$ cat config.mk
export PLATFORM = sky130hd
export DESIGN_NAME = ifu_pc_fetch_flat
export DESIGN_NICKNAME = d
export VERILOG_FILES = /design/src/rtl/ifu_pc_fetch_if.sv /design/src/rtl/ifu_pc_fetch.sv /design/src/flat_wrapper.sv
export SDC_FILE = /design/constraint.sdc
export NUM_CORES = 1
export LEC_CHECK = 0
export BUFFER_PORTS_ARGS = -buffer_cell sky130_fd_sc_hd__buf_2
export CORE_MARGIN = 2
export CORE_UTILIZATION = 47
export CTS_CLUSTER_SIZE = 40
export DETAILED_ROUTE_END_ITERATION = 10
export PLACE_DENSITY = 0.73
export SETUP_SLACK_MARGIN = 0.4
export SLEW_MARGIN = 10
export SYNTH_ARGS = -nofsm -noshare
export SYNTH_HDL_FRONTEND = slang
export SYNTH_SLANG_ARGS = --single-unit
$ cat constraint.sdc
create_clock -name clk -period 2.7 [get_ports clk]
set_input_delay 0.27 -clock clk [delete_from_list [all_inputs] [get_ports clk]]
set_output_delay 0.27 -clock clk [all_outputs]
set_load 0.05 [all_outputs]
$ cat src/rtl/ifu_pc_fetch_if.sv
// ---------------------------------------------------------------------------
// ifu_pc_fetch_if
//
// Groups the signals of the IFU PC/fetch stage that do not carry clock or
// reset. The fetch stage connects through the "master" modport. The
// environment around it connects through the "slave" modport: the
// incrementer, the redirect source, instruction memory and decode.
//
// Signals (direction as seen from the fetch stage):
//   pc_cur         out 16  current fetch PC, fed to the incrementer
//   pc_inc         in  16  pc_cur + 1 from the combinational incrementer
//   redirect_valid in   1  branch/jump redirect this cycle
//   redirect_pc    in  16  redirect target
//   imem_req       out  1  fetch request valid
//   imem_addr      out 16  fetch address (always equals pc_cur)
//   imem_gnt       in   1  memory accepts the request this cycle
//   imem_rvalid    in   1  read data valid
//   imem_rdata     in  16  instruction word
//   inst_valid     out  1  queue head valid
//   inst_pc        out 16  PC of the queue head
//   inst_data      out 16  instruction at the queue head
//   inst_ready     in   1  decode consumes the head this cycle
// ---------------------------------------------------------------------------
interface ifu_pc_fetch_if;

  // Incrementer loop
  logic [15:0] pc_cur;
  logic [15:0] pc_inc;

  // Redirect from branch/jump resolution
  logic        redirect_valid;
  logic [15:0] redirect_pc;

  // Instruction memory request/response
  logic        imem_req;
  logic [15:0] imem_addr;
  logic        imem_gnt;
  logic        imem_rvalid;
  logic [15:0] imem_rdata;

  // Decode side of the instruction queue
  logic        inst_valid;
  logic [15:0] inst_pc;
  logic [15:0] inst_data;
  logic        inst_ready;

  modport master (
    output pc_cur,
    input  pc_inc,
    input  redirect_valid,
    input  redirect_pc,
    output imem_req,
    output imem_addr,
    input  imem_gnt,
    input  imem_rvalid,
    input  imem_rdata,
    output inst_valid,
    output inst_pc,
    output inst_data,
    input  inst_ready
  );

  modport slave (
    input  pc_cur,
    output pc_inc,
    output redirect_valid,
    output redirect_pc,
    input  imem_req,
    input  imem_addr,
    output imem_gnt,
    output imem_rvalid,
    output imem_rdata,
    input  inst_valid,
    input  inst_pc,
    input  inst_data,
    output inst_ready
  );

endinterface : ifu_pc_fetch_if

$ cat src/rtl/ifu_pc_fetch.sv
// ---------------------------------------------------------------------------
// ifu_pc_fetch
//
// Program-counter and fetch-control stage of the instruction fetch unit.
//   - Holds the fetch PC. It drives the PC to an external combinational
//     incrementer and takes back pc_inc in the same cycle.
//   - Sends requests to instruction memory one at a time. At most one
//     request is outstanding.
//   - Places returned instructions, tagged with their PC, in a 2-entry
//     queue for decode.
//   - A redirect loads the new PC and flushes the queue. If a response is
//     still in flight, the redirect marks it for dropping.
//
// Parameters:
//   RESET_PC   PC value loaded on reset
//   BUF_DEPTH  instruction queue depth (only 2 is supported)
//
// Ports:
//   clk   system clock, rising edge
//   rst   asynchronous, active-high reset
//   bus   ifu_pc_fetch_if.master (incrementer, redirect, imem, decode)
// ---------------------------------------------------------------------------
module ifu_pc_fetch #(
  parameter logic [15:0] RESET_PC  = 16'h0000,
  parameter int          BUF_DEPTH = 2
) (
  input  logic           clk,
  input  logic           rst,
  ifu_pc_fetch_if.master bus
);

  localparam logic [1:0] DEPTH = 2'(BUF_DEPTH);

  typedef enum logic [1:0] {
    S_IDLE = 2'd0,   // no request; waiting for queue credit
    S_REQ  = 2'd1,   // imem_req high until granted
    S_WAIT = 2'd2    // one request outstanding, waiting for rvalid
  } state_t;

  // -------------------------------------------------------------------------
  // State
  // -------------------------------------------------------------------------
  state_t      state_q, state_d;
  logic [15:0] pc_q, pc_d;            // architectural fetch PC
  logic [15:0] pend_pc_q, pend_pc_d;  // PC of the outstanding request
  logic        drop_q, drop_d;        // discard the next response

  // Queue storage plus its pointers and occupancy
  logic [15:0] q_pc   [BUF_DEPTH];
  logic [15:0] q_data [BUF_DEPTH];
  logic        rd_ptr_q, wr_ptr_q;
  logic [1:0]  count_q, count_d;

  logic        flush;
  logic        push;
  logic        pop;
  logic        has_room;

  // -------------------------------------------------------------------------
  // Queue control
  // -------------------------------------------------------------------------
  // A redirect overrides everything on the queue side. Any response that
  // arrives in the redirect cycle is thrown away, and so is any pop in that
  // cycle.
  assign flush = bus.redirect_valid;
  assign push  = (state_q == S_WAIT) && bus.imem_rvalid && !drop_q && !flush;
  assign pop   = (count_q != 2'd0) && bus.inst_ready && !flush;

  // NOTE: every variable written in this block gets a default first. A
  // path that skips an assignment would otherwise infer a latch.
  always_comb begin
    count_d = count_q;
    if (flush) begin
      count_d = 2'd0;
    end else begin
      unique case ({push, pop})
        2'b10:   count_d = count_q + 2'd1;
        2'b01:   count_d = count_q - 2'd1;
        default: count_d = count_q;
      endcase
    end
  end

  // Credit is checked only at points where nothing will be outstanding
  // after this edge (IDLE, or WAIT while the response completes). Credit is
  // therefore just free space after this cycle's push/pop/flush. Using the
  // post-update occupancy lets a pop in IDLE start the next request at once.
  assign has_room = (count_d < DEPTH);

  // -------------------------------------------------------------------------
  // Fetch FSM: next state, PC and drop flag
  // -------------------------------------------------------------------------
  always_comb begin
    state_d   = state_q;
    pc_d      = pc_q;
    pend_pc_d = pend_pc_q;
    drop_d    = drop_q;

    unique case (state_q)
      S_IDLE: begin
        // A flush empties the queue, so a redirect here always goes to REQ.
        if (has_room) state_d = S_REQ;
      end

      S_REQ: begin
        if (bus.imem_gnt) begin
          state_d   = S_WAIT;
          pend_pc_d = pc_q;
          pc_d      = bus.pc_inc;
          // Granted in the same cycle as a redirect: the response belongs
          // to the old path.
          if (flush) drop_d = 1'b1;
        end
        // Redirect without a grant: stay in REQ. The request re-issues at
        // redirect_pc.
      end

      S_WAIT: begin
        if (bus.imem_rvalid) begin
          // This response (delivered or dropped) ends the outstanding
          // request.
          drop_d  = 1'b0;
          state_d = has_room ? S_REQ : S_IDLE;
        end else if (flush) begin
          drop_d = 1'b1;
        end
      end

      default: state_d = S_IDLE;
    endcase

    // The redirect target wins over any incremented PC.
    if (flush) pc_d = bus.redirect_pc;
  end

  // -------------------------------------------------------------------------
  // Control registers
  // -------------------------------------------------------------------------
  // NOTE: sequential state is written only with non-blocking assignments.
  // Every flop then samples the pre-edge values of the others.
  always_ff @(posedge clk or posedge rst) begin
    if (rst) begin
      state_q   <= S_IDLE;
      pc_q      <= RESET_PC;
      pend_pc_q <= 16'h0000;
      drop_q    <= 1'b0;
      count_q   <= 2'd0;
      rd_ptr_q  <= 1'b0;
      wr_ptr_q  <= 1'b0;
    end else begin
      state_q   <= state_d;
      pc_q      <= pc_d;
      pend_pc_q <= pend_pc_d;
      drop_q    <= drop_d;
      count_q   <= count_d;
      if (flush) begin
        rd_ptr_q <= 1'b0;
        wr_ptr_q <= 1'b0;
      end else begin
        if (push) wr_ptr_q <= ~wr_ptr_q;
        if (pop)  rd_ptr_q <= ~rd_ptr_q;
      end
    end
  end

  // -------------------------------------------------------------------------
  // Queue storage
  // -------------------------------------------------------------------------
  // NOTE: the entries are deliberately not reset. The head outputs are
  // forced to zero while the queue is empty, so stale contents are never
  // visible.
  always_ff @(posedge clk) begin
    if (push) begin
      q_pc[wr_ptr_q]   <= pend_pc_q;
      q_data[wr_ptr_q] <= bus.imem_rdata;
    end
  end

  // -------------------------------------------------------------------------
  // Outputs
  // -------------------------------------------------------------------------
  assign bus.pc_cur     = pc_q;
  assign bus.imem_addr  = pc_q;
  assign bus.imem_req   = (state_q == S_REQ);
  assign bus.inst_valid = (count_q != 2'd0);
  assign bus.inst_pc    = (count_q != 2'd0) ? q_pc[rd_ptr_q]   : 16'h0000;
  assign bus.inst_data  = (count_q != 2'd0) ? q_data[rd_ptr_q] : 16'h0000;

endmodule : ifu_pc_fetch
$ cat src/flat_wrapper.sv
// flat-port wrapper written by rule: the top's interface ports become plain ports
module ifu_pc_fetch_flat 
#(
  parameter logic [15:0] RESET_PC  = 16'h0000,
  parameter int          BUF_DEPTH = 2
)
  (clk, rst, bus_pc_cur, bus_pc_inc, bus_redirect_valid, bus_redirect_pc, bus_imem_req, bus_imem_addr, bus_imem_gnt, bus_imem_rvalid, bus_imem_rdata, bus_inst_valid, bus_inst_pc, bus_inst_data, bus_inst_ready);
  ifu_pc_fetch_if bus_i ();
  input  logic clk;
  input  logic rst;
  output wire logic [$bits(bus_i.pc_cur)-1:0] bus_pc_cur;
  input wire logic [$bits(bus_i.pc_inc)-1:0] bus_pc_inc;
  input wire logic [$bits(bus_i.redirect_valid)-1:0] bus_redirect_valid;
  input wire logic [$bits(bus_i.redirect_pc)-1:0] bus_redirect_pc;
  output wire logic [$bits(bus_i.imem_req)-1:0] bus_imem_req;
  output wire logic [$bits(bus_i.imem_addr)-1:0] bus_imem_addr;
  input wire logic [$bits(bus_i.imem_gnt)-1:0] bus_imem_gnt;
  input wire logic [$bits(bus_i.imem_rvalid)-1:0] bus_imem_rvalid;
  input wire logic [$bits(bus_i.imem_rdata)-1:0] bus_imem_rdata;
  output wire logic [$bits(bus_i.inst_valid)-1:0] bus_inst_valid;
  output wire logic [$bits(bus_i.inst_pc)-1:0] bus_inst_pc;
  output wire logic [$bits(bus_i.inst_data)-1:0] bus_inst_data;
  input wire logic [$bits(bus_i.inst_ready)-1:0] bus_inst_ready;
  assign bus_pc_cur = bus_i.pc_cur;
  assign bus_i.pc_inc = bus_pc_inc;
  assign bus_i.redirect_valid = bus_redirect_valid;
  assign bus_i.redirect_pc = bus_redirect_pc;
  assign bus_imem_req = bus_i.imem_req;
  assign bus_imem_addr = bus_i.imem_addr;
  assign bus_i.imem_gnt = bus_imem_gnt;
  assign bus_i.imem_rvalid = bus_imem_rvalid;
  assign bus_i.imem_rdata = bus_imem_rdata;
  assign bus_inst_valid = bus_i.inst_valid;
  assign bus_inst_pc = bus_i.inst_pc;
  assign bus_inst_data = bus_i.inst_data;
  assign bus_i.inst_ready = bus_inst_ready;
  ifu_pc_fetch #(.RESET_PC(RESET_PC), .BUF_DEPTH(BUF_DEPTH)) u_core (.clk(clk), .rst(rst), .bus(bus_i));
endmodule
==> impl_metrics.tcl, run 1 <==
set metrics [dict create \
    hpwl_um 5440 \
    htree_levels 3 \
    grt_pass1_wl_um 12900 \
    maxSlewViolCount 0 \
    antenna_cells 0 \
    period_minus_slack_ns 2.08 \
    tns_ns 0 \
    crit_fanout 7 \
    wl_per_cell_um 14.2 \
    holdBufCountCts 0 \
    cts_buffers 9 \
    netlist_area_um2 4280 \
    setup_viol 0 \
    io_pins 120 \
    status "finished, final reports clean" \
    worst-setup-path-type "register to register" \
    p_leak_nw 2.15 \
    dieArea_um2 9880 \
    dieHeight_um 99.4 \
    ys.flop_type "edfxtp_1" \
    wl_um 8040 \
    clockBufferDepth 2 \
    yosys.area.top_type "edfxtp_1" \
    clk_latency_ns 0.34 \
    cts_resized 0 \
    fin_crit_sh_pct 77.0 \
    synth_top_cell_area_share_pct 45.0 \
    slew_headroom_pct 60.4 \
    vdd_drop_max_mv 0.474 \
    cap_violations 0 \
    grt_pass1_vias 2669 \
    finClkSkew_ns 0.00903 \
    grt-ovfl-total 0 \
    port_buffers 119 \
    dp.cells 549 \
    worstMarginPinSlew_ns 0.595 \
    dr.pass1.iters 4 \
    fin_util_pct 57.6 \
    root_buffer "clkbuf_8" \
    synth_nets 405 \
    dieWidth_um 99.4 \
    synth.avg_cell_area_um2 12.3 \
    grt_max_degree 41 \
    synth-edff-count 64 \
    p_per_area_nw_per_um2 781 \
    fin_cells 565 \
    yosys_register_bits 103 \
    yosys.cell_types.count 27 \
    row_count 34 \
    post_cts_buffers 0 \
    ys_async_sr_fraction_pct 37.9 \
    yosys-top-cells-area "edfxtp_1 45%, dfrtp_1 23%, mux2i_1 7.5%" \
    ys.warnings.count 0 \
    startpoint "u_core.state_q[0]$_DFFE_PP0P_" \
    grt_usage_pct 16.4 \
    synth_seq_area_share_pct 67.8 \
    start_util_pct 48.8 \
    end_kind "register" \
    fin_nets 508 \
    coreArea_um2 8760 \
    arrival_ns 2.31 \
    worstPathRequired_ns 2.93 \
    vias_per_cell 4.89 \
    clk_pin_slew_worst_paths_ns 0.10 \
    area_growth_pct 18.1 \
    finalHoldViolCount 0 \
    place_congestion 0.695 \
    antenna_found_initial 0 \
    first_iter_violations 123 \
    cts_tree "built" \
    vias 2762 \
    min-delay-path-class "primary input to async pin" \
    drc 0 \
    drive_gt1_share_pct 31.7 \
    rr_startpoint "u_core.state_q[0]$_DFFE_PP0P_" \
    num-fill-cells 768 \
    start_kind "register" \
    rsz0062_at_grt "no" \
    syn_inst 349 \
    cts_sinks 103 \
    fmax_ghz 0.481 \
    ant_nets 0 \
]
-- cell type report --
class | count | area, um2 | area share [%]
sequential | 103 | 2900 | 57.4
multi-input combinational | 208 | 1150 | 22.8
timing repair buffer | 126 | 661 | 13.1
tap | 108 | 135 | 2.68
clock buffer | 11 | 131 | 2.60
clock inverter | 5 | 56.3 | 1.12
inverter | 4 | 15.0 | 0.297
-- stage by stage --
| stage | setup slack [ns] | power [W] | hold slack, ns | area (um2) |
|---|---|---|---|---|
| 3_5_place_dp | 0.627 | 0.00307 | 0.419 | 4860 |
| 2_1_floorplan | 0.521 | 0.00287 | 0.369 | 4280 |
| 5_1_grt | 0.480 | 0.00414 | 0.0484 | 5050 |
| 4_1_cts | 0.606 | 0.00397 | 0.0295 | 5050 |
| 3_3_place_gp | 0.684 | 0.00303 | 0.409 | 4860 |
| 6_report | 0.622 | 0.00394 | 0.0213 | 5050 |
-- cells by family (layout without fill, tap and decap cells) --
kind of cell / count (synthesis) / in the layout / synth area share (%)
simple gates: 133 / 133 / 13.2
flops: 103 / 103 / 67.8
compound gates: 38 / 38 / 4.74
buf+inv: 38 / 146 / 5.56
mux: 32 / 32 / 7.49
xor+xnor: 3 / 3 / 0.615
fa+ha+maj: 2 / 2 / 0.585
-- final timing paths --
kind                       slack (ns)                             endpoint  depth (start not counted)
min                              0.02  u_core.bus.imem_addr[5]$_DFFE_PP0P_                          3
min in group clk                 0.11       u_core.q_data[0][13]$_DFFE_PP_                          1
max                              0.62        u_core.state_q[0]$_DFFE_PP0P_                          8
max reg2reg                      0.62        u_core.state_q[0]$_DFFE_PP0P_                          8
max in group asynchronous        2.29          u_core.rd_ptr_q$_DFFE_PP0P_                          3
min reg2reg                      0.47         u_core.q_pc[0][11]$_DFFE_PP_                          0
-- flip-flops by register name, summed over array words and instances (netlist names) --
name,cells
u_core.q_data,32
u_core.pend_pc_q,16
u_core.rd_ptr_q,1
u_core.drop_q,1
u_core.state_q,2
u_core.count_q,2
u_core.q_pc,32
u_core.wr_ptr_q,1
u_core.bus.imem_addr,16
-- placed cells by master (no fill, tap or decap), types with 2 or more instances in the layout --
cell,count
buf_2,119
nand2_1,66
edfxtp_1,64
nor2_1,39
dfrtp_1,38
a21oi_1,33
mux2i_1,32
nor2b_1,18
clkbuf_8,9
buf_4,6
inv_1,4
and2_1,2
nor3_1,2
xnor2_1,2
ha_1,2
inv_4,2
clkbuf_1,2
-- worst max-delay path, stage by stage, from the launching register on --
cell and delay (ns):
dfrtp_1 0.44, nand3b_1 0.23, nor3_1 0.26, inv_1 0.14, ha_1 0.22, xnor2_1 0.16, nor2_1 0.08, xnor2_1 0.14
o32a_1 0.29
-- where the power goes --
part | internal, W | switching (W)
clock | 0.000431 | 0.000486
combinational | 0.000242 | 0.000669
sequential | 0.00194 | 0.000171
total | 0.00261 | 0.00133
-- Yosys cell counts (all sizes together) (4+ instances only) --
master,n
dfrtp,39
buf,29
nand2,66
clkbuf,5
nor2,41
a21oi,34
mux2i,32
edfxtp,64
inv,4
nor2b,19
-- layer usage --
layer	track usage, %	vias to the layer above	wire length [um]
met5	0	-	0
met4	4.11	0	79
met3	3.79	6	425
met2	27.4	86	3930
met1	21.9	1295	3600
li1	-	1375	-
(Power assumes the default switching activity.)
==> run 2, diff against run 1 <==
--- a/config.mk
+++ b/config.mk
@@ -7,10 +7,10 @@
 export LEC_CHECK = 0
 export BUFFER_PORTS_ARGS = -buffer_cell sky130_fd_sc_hd__buf_2
 export CORE_MARGIN = 2
-export CORE_UTILIZATION = 47
+export CORE_UTILIZATION = 50
 export CTS_CLUSTER_SIZE = 40
 export DETAILED_ROUTE_END_ITERATION = 10
-export PLACE_DENSITY = 0.73
+export PLACE_DENSITY = 0.74
 export SETUP_SLACK_MARGIN = 0.4
 export SLEW_MARGIN = 10
 export SYNTH_ARGS = -nofsm -noshare
==> constraint.sdc (replaced) <==
create_clock -name clk -period 2.15 [get_ports clk]
set_input_delay 0.215 -clock clk [delete_from_list [all_inputs] [get_ports clk]]
set_output_delay 0.215 -clock clk [all_outputs]
set_load 0.05 [all_outputs]
==> run 2 against run 1 <==
  * Critical endpoint unchanged
  * Largest cell class unchanged
  * Clock skew up 0.0031 ns
  * Fmax up 13%
  * Highest routed layer unchanged
  * Largest power group unchanged
  * Global-route usage up 1.2 points
  * Core utilization up 8.6 points
  * Critical path type unchanged
  * Worst hold slack better by 0.017 ns
==> impl_metrics.tcl, run 2 (synthesis gave the netlist of run 1 again) <==
set metrics [dict create \
    status "finished, final reports clean" \
    port_buffers 119 \
    cts_tree "built" \
    place_congestion 0.704 \
    num-fill-cells 620 \
    maxSlewViolCount 0 \
    p_per_area_nw_per_um2 899 \
    cts_sinks 103 \
    final_common_cell "buf_2" \
    grt.busiest_layer "met2" \
    vias_per_cell 4.95 \
    antenna_cells 0 \
    fin_crit_sh_pct 85.6 \
    clk_latency_ns 0.36 \
    min-delay-path-class "primary input to register" \
    mostFrequentLayoutCells "87 x buf_2, 66 x nand2_1, 64 x edfxtp_1" \
    worstHoldStart "bus_imem_rdata[6]" \
    grt_usage_pct 17.6 \
    rr_startpoint "u_core.state_q[0]$_DFFE_PP0P_" \
    grtUsageMet1_pct 22.4 \
    wl_per_cell_um 14.0 \
    use_met3_pct 3.34 \
    cts_buffers 9 \
    fin_nets 524 \
    clockBufferDepth 2 \
    ant_nets 0 \
    first_iter_violations 106 \
    finalHoldViolCount 0 \
    row_count 33 \
    grt_pass1_wl_um 12400 \
    dpl-instance-area_um2 4920 \
    finClkSkew_ns 0.0121 \
    arrival_ns 2.09 \
    grt_max_degree 40 \
    wl_um 8070 \
    root_buffer "clkbuf_8" \
    fin_area_um2 5470 \
    vias 2860 \
    worst-setup-path-type "register to register" \
    dieArea_um2 9310 \
    clk_pin_slew_worst_paths_ns 0.10 \
    crit_fanout 3 \
    drive_gt1_share_pct 36.6 \
    p_leak_nw 2.27 \
    grt_pass1_vias 2685 \
    end_kind "register" \
    period_minus_slack_ns 1.84 \
    startpoint "u_core.state_q[0]$_DFFE_PP0P_" \
    htree_levels 3 \
    vdd_drop_max_mv 0.640 \
    fmax_ghz 0.543 \
    grt-ovfl-total 0 \
    area_growth_pct 27.9 \
    dieWidth_um 96.5 \
    start_kind "register" \
    antenna_found_initial 0 \
    worstMarginPinSlew_ns 0.468 \
    dr.pass1.iters 4 \
    io_pins 120 \
    drc 0 \
    worstPathRequired_ns 2.40 \
    slew_headroom_pct 68.8 \
    rsz0062_at_grt "yes" \
    coreArea_um2 8260 \
    dieHeight_um 96.5 \
    reg.largest.list "u_core.q_data: 32 flops, u_core.q_pc: 32 flops" \
    start_util_pct 51.8 \
    setup_viol 0 \
    hpwl_um 5280 \
    tns_ns 0 \
    cap_violations 0 \
    use_met2_pct 29.7 \
]
==> run 2: per-layer routing <==
layer  routed length, um  vias to the layer above
met5                   0                        -
met4                 114                        0
met3                 420                       10
met2                3950                       93
met1                3590                     1343
li1                    -                     1414
==> run 2: repair_timing <==
action,4_1_cts,5_1_grt
endpoints found under the setup margin,34,67
buffers inserted,5,4
pin swaps,1,5
cloned,0,3
endpoints found under the hold margin,39,0
resized for setup,7,90
hold buffers,1,0
==> run 2: cell type report <==
| type | instances | area [um2] | share of cell area (%) |
|---|---|---|---|
| tap | 105 | 131 | 2.40 |
| clock inverter | 7 | 48.8 | 0.892 |
| timing repair buffer | 142 | 1050 | 19.2 |
| inverter | 4 | 17.5 | 0.320 |
| clock buffer | 9 | 124 | 2.26 |
| sequential | 103 | 2900 | 53.0 |
| multi-input combinational | 208 | 1200 | 21.9 |
==> run 2: worst paths after layout <==
kind | slack, ns | end | cells past startpoint
min in group asynchronous | 0.50 | u_core.bus.imem_addr[0]$_DFFE_PP0P_ | 4
setup reg to reg | 0.31 | u_core.state_q[0]$_DFFE_PP0P_ | 8
hold / removal | 0.04 | u_core.q_data[1][6]$_DFFE_PP_ | 1
hold reg to reg | 0.48 | u_core.q_pc[0][4]$_DFFE_PP_ | 0
max in group asynchronous | 1.28 | u_core.rd_ptr_q$_DFFE_PP0P_ | 4
setup / recovery | 0.31 | u_core.state_q[0]$_DFFE_PP0P_ | 8
==> run 2: worst max-delay path: stages (launching register included) <==
cell and delay (ns):
dfrtp_1 0.39, nand3b_1 0.19, nor3_2 0.20, inv_2 0.08, ha_4 0.18, xnor2_2 0.12, nor2_1 0.13, xnor2_1 0.12
o32a_1 0.31
==> run 2: stage by stage <==
step           power (W)  setup WS [ns]  hold slack (ns)  instances  utilization (%)
6_report         0.00492          0.309           0.0385        578             66.2
5_1_grt          0.00517          0.198           0.0154        578             66.2
4_1_cts          0.00494          0.272           0.0189        571             62.5
3_5_place_dp     0.00386          0.162            0.352        549             59.5
3_3_place_gp     0.00382          0.255            0.347        549             59.5
2_1_floorplan    0.00361          0.355            0.314        349                -
==> run 2: power breakdown <==
| group | internal [W] | switching (W) |
|---|---|---|
| clock network | 0.000423 | 0.000642 |
| logic | 0.000344 | 0.000850 |
| registers | 0.00244 | 0.000219 |
==> run 3, diff against run 2 <==
--- a/config.mk
+++ b/config.mk
@@ -6,11 +6,13 @@
 export NUM_CORES = 1
 export LEC_CHECK = 0
 export BUFFER_PORTS_ARGS = -buffer_cell sky130_fd_sc_hd__buf_2
+export CELL_PAD_IN_SITES_DETAIL_PLACEMENT = 1
+export CELL_PAD_IN_SITES_GLOBAL_PLACEMENT = 1
 export CORE_MARGIN = 2
-export CORE_UTILIZATION = 50
+export CORE_UTILIZATION = 35
 export CTS_CLUSTER_SIZE = 40
 export DETAILED_ROUTE_END_ITERATION = 10
-export PLACE_DENSITY = 0.74
+export PLACE_DENSITY = 0.67
 export SETUP_SLACK_MARGIN = 0.4
 export SLEW_MARGIN = 10
 export SYNTH_ARGS = -nofsm -noshare
==> run 3 against run 2 <==
  * First-iteration DRC count down 13%
  * Setup slack worse by 0.00050 ns
  * Global-route usage down 2.8 points
  * Clock power up 49%
  * Worst hold slack better by 0.014 ns
  * Critical path type is now register to output pin
  * Critical endpoint is now bus_inst_data[3]
  * Largest cell class unchanged
  * Largest power group unchanged
==> impl_metrics.tcl, run 3 (synthesis gave the netlist of run 1 again) <==
set metrics [dict create \
    multi_input_area_um2 1220 \
    pre_cts_slack_ns 0.0963 \
    cts_buffers 9 \
    dr.pass1.iters 4 \
    fin_crit_sh_pct 85.6 \
    tns_ns 0 \
    finClkSkew_ns 0.00480 \
    crit_end "bus_inst_data[3]" \
    p_leak_nw 2.34 \
    antenna_found_initial 0 \
    drive_gt1_share_pct 37.4 \
    port_buffers 119 \
    slew_headroom_pct 57.9 \
    dieHeight_um 115 \
    wl_per_cell_um 15.6 \
    clk_pin_slew_worst_paths_ns 0.07 \
    maxSlewViolCount 0 \
    num-fill-cells 1252 \
    vias_per_cell 4.62 \
    fin_nets 527 \
    fmax_ghz 0.543 \
    fin_ws_ns 0.309 \
    p_per_area_nw_per_um2 962 \
    setup_viol 0 \
    period_minus_slack_ns 1.84 \
    ant_nets 0 \
    min-delay-path-class "primary input to register" \
    worstMarginPinSlew_ns 0.630 \
    worstPathRequired_ns 1.93 \
    finalHoldViolCount 0 \
    io_pins 120 \
    wl_um 9740 \
    final_common_cell "buf_2" \
    end_kind "output pin" \
    cap_violations 0 \
    antenna_cells 0 \
    crit_fanout 8 \
    place_congestion 0.705 \
    coreArea_um2 12000 \
    startpoint "u_core.rd_ptr_q$_DFFE_PP0P_" \
    grt_usage_pct 14.8 \
    grt-ovfl-total 0 \
    grt_pass1_wl_um 15000 \
    dieWidth_um 115 \
    drc 0 \
    rsz0062_at_grt "yes" \
    row_count 40 \
    cts_sinks 103 \
    start_util_pct 35.7 \
    grt_pass1_vias 2979 \
    rr_startpoint "u_core.state_q[0]$_DFFE_PP0P_" \
    mostFrequentLayoutCells "88 x buf_2, 66 x nand2_1, 64 x edfxtp_1" \
    start_kind "register" \
    hpwl_um 6330 \
    clk_latency_ns 0.35 \
    vias 2880 \
    worst-setup-path-type "register to output pin" \
    arrival_ns 1.63 \
    ff_latch_area_um2 2900 \
    first_iter_violations 92 \
    root_buffer "clkbuf_16" \
    reg.largest.list "u_core.q_data: 32 flops, u_core.q_pc: 32 flops" \
    grt_max_degree 35 \
    reg2regPathDepth 8 \
    vdd_drop_max_mv 0.474 \
    cts_tree "built" \
    reg2reg_to "u_core.q_pc[0][15]$_DFFE_PP_" \
    r2r_setup_slack_ns 0.32 \
    htree_levels 3 \
    status "finished, final reports clean" \
    dieArea_um2 13100 \
    clockBufferDepth 2 \
    area_growth_pct 32.9 \
]
-- run 3: where the power goes --
part | total [W] | leakage (nW) | internal [W] | switching (W)
logic | 0.00121 | 1.16 | 0.000339 | 0.000871
registers | 0.00266 | 1.04 | 0.00244 | 0.000222
clock network | 0.00159 | 0.144 | 0.000813 | 0.000779
total | 0.00546 | 2.34 | 0.00359 | 0.00187
-- run 3: metal layers --
layer	global-route usage, %	share of wire [%]	up-vias
met5	0	0	-
met4	5.61	1.5	0
met3	3.39	5.4	10
met2	24.0	47	91
met1	19.6	46	1357
li1	-	-	1422
-- run 3: worst max-delay path, cell delays in order (launching register included) --
cell and delay (ns):
dfrtp_4 0.53, buf_12 0.16, clkbuf_8 0.17, mux2i_1 0.12
nor2_1 0.10, buf_4 0.20
-- run 3: how the worst min path moves through the flow --
stage | start | end | slack [ns] | depth (start not counted)
6_report | bus_imem_rdata[6] | u_core.q_data[0][6]$_DFFE_PP_ | 0.05 | 1
5_1_grt | bus_imem_rdata[14] | u_core.q_data[0][14]$_DFFE_PP_ | 0.04 | 1
4_1_cts | rst | u_core.bus.imem_addr[0]$_DFFE_PP0P_ | 0.008 | 2
3_5_place_dp | rst | u_core.bus.imem_addr[0]$_DFFE_PP0P_ | 0.39 | 2
3_3_place_gp | rst | u_core.bus.imem_addr[0]$_DFFE_PP0P_ | 0.38 | 2
2_1_floorplan | bus_imem_rdata[0] | u_core.q_data[0][0]$_DFFE_PP_ | 0.31 | 0
-- run 3: per-stage QoR --
step	util, %	hold WS [ns]	cell area (um2)	power (W)	std cells
finish	47.5	0.0529	5680	0.00546	623
global route	47.5	0.0440	5680	0.00573	623
CTS	45.1	0.00766	5390	0.00550	613
detailed placement	41.3	0.388	4940	0.00388	591
global placement	41.3	0.382	4940	0.00383	591
floorplan	-	0.314	4300	0.00361	349
-- run 3: cell type report --
type                    count  area share, %
flip-flops and latches    103           51.1
clock buffers               9           3.96
clock inverters             7           1.17
inverters                   4          0.308
repair buffers            145           18.7
multi-input cells         208           21.5
well taps                 147           3.24
-- run 3: timing repair --
action,4_1_cts,5_1_grt
endpoints found under the setup margin,35,55
hold endpoints to repair,0,1
pin swaps,2,4
hold buffers,0,1
gates resized for setup,34,41
setup buffers,6,7
cloned,0,2
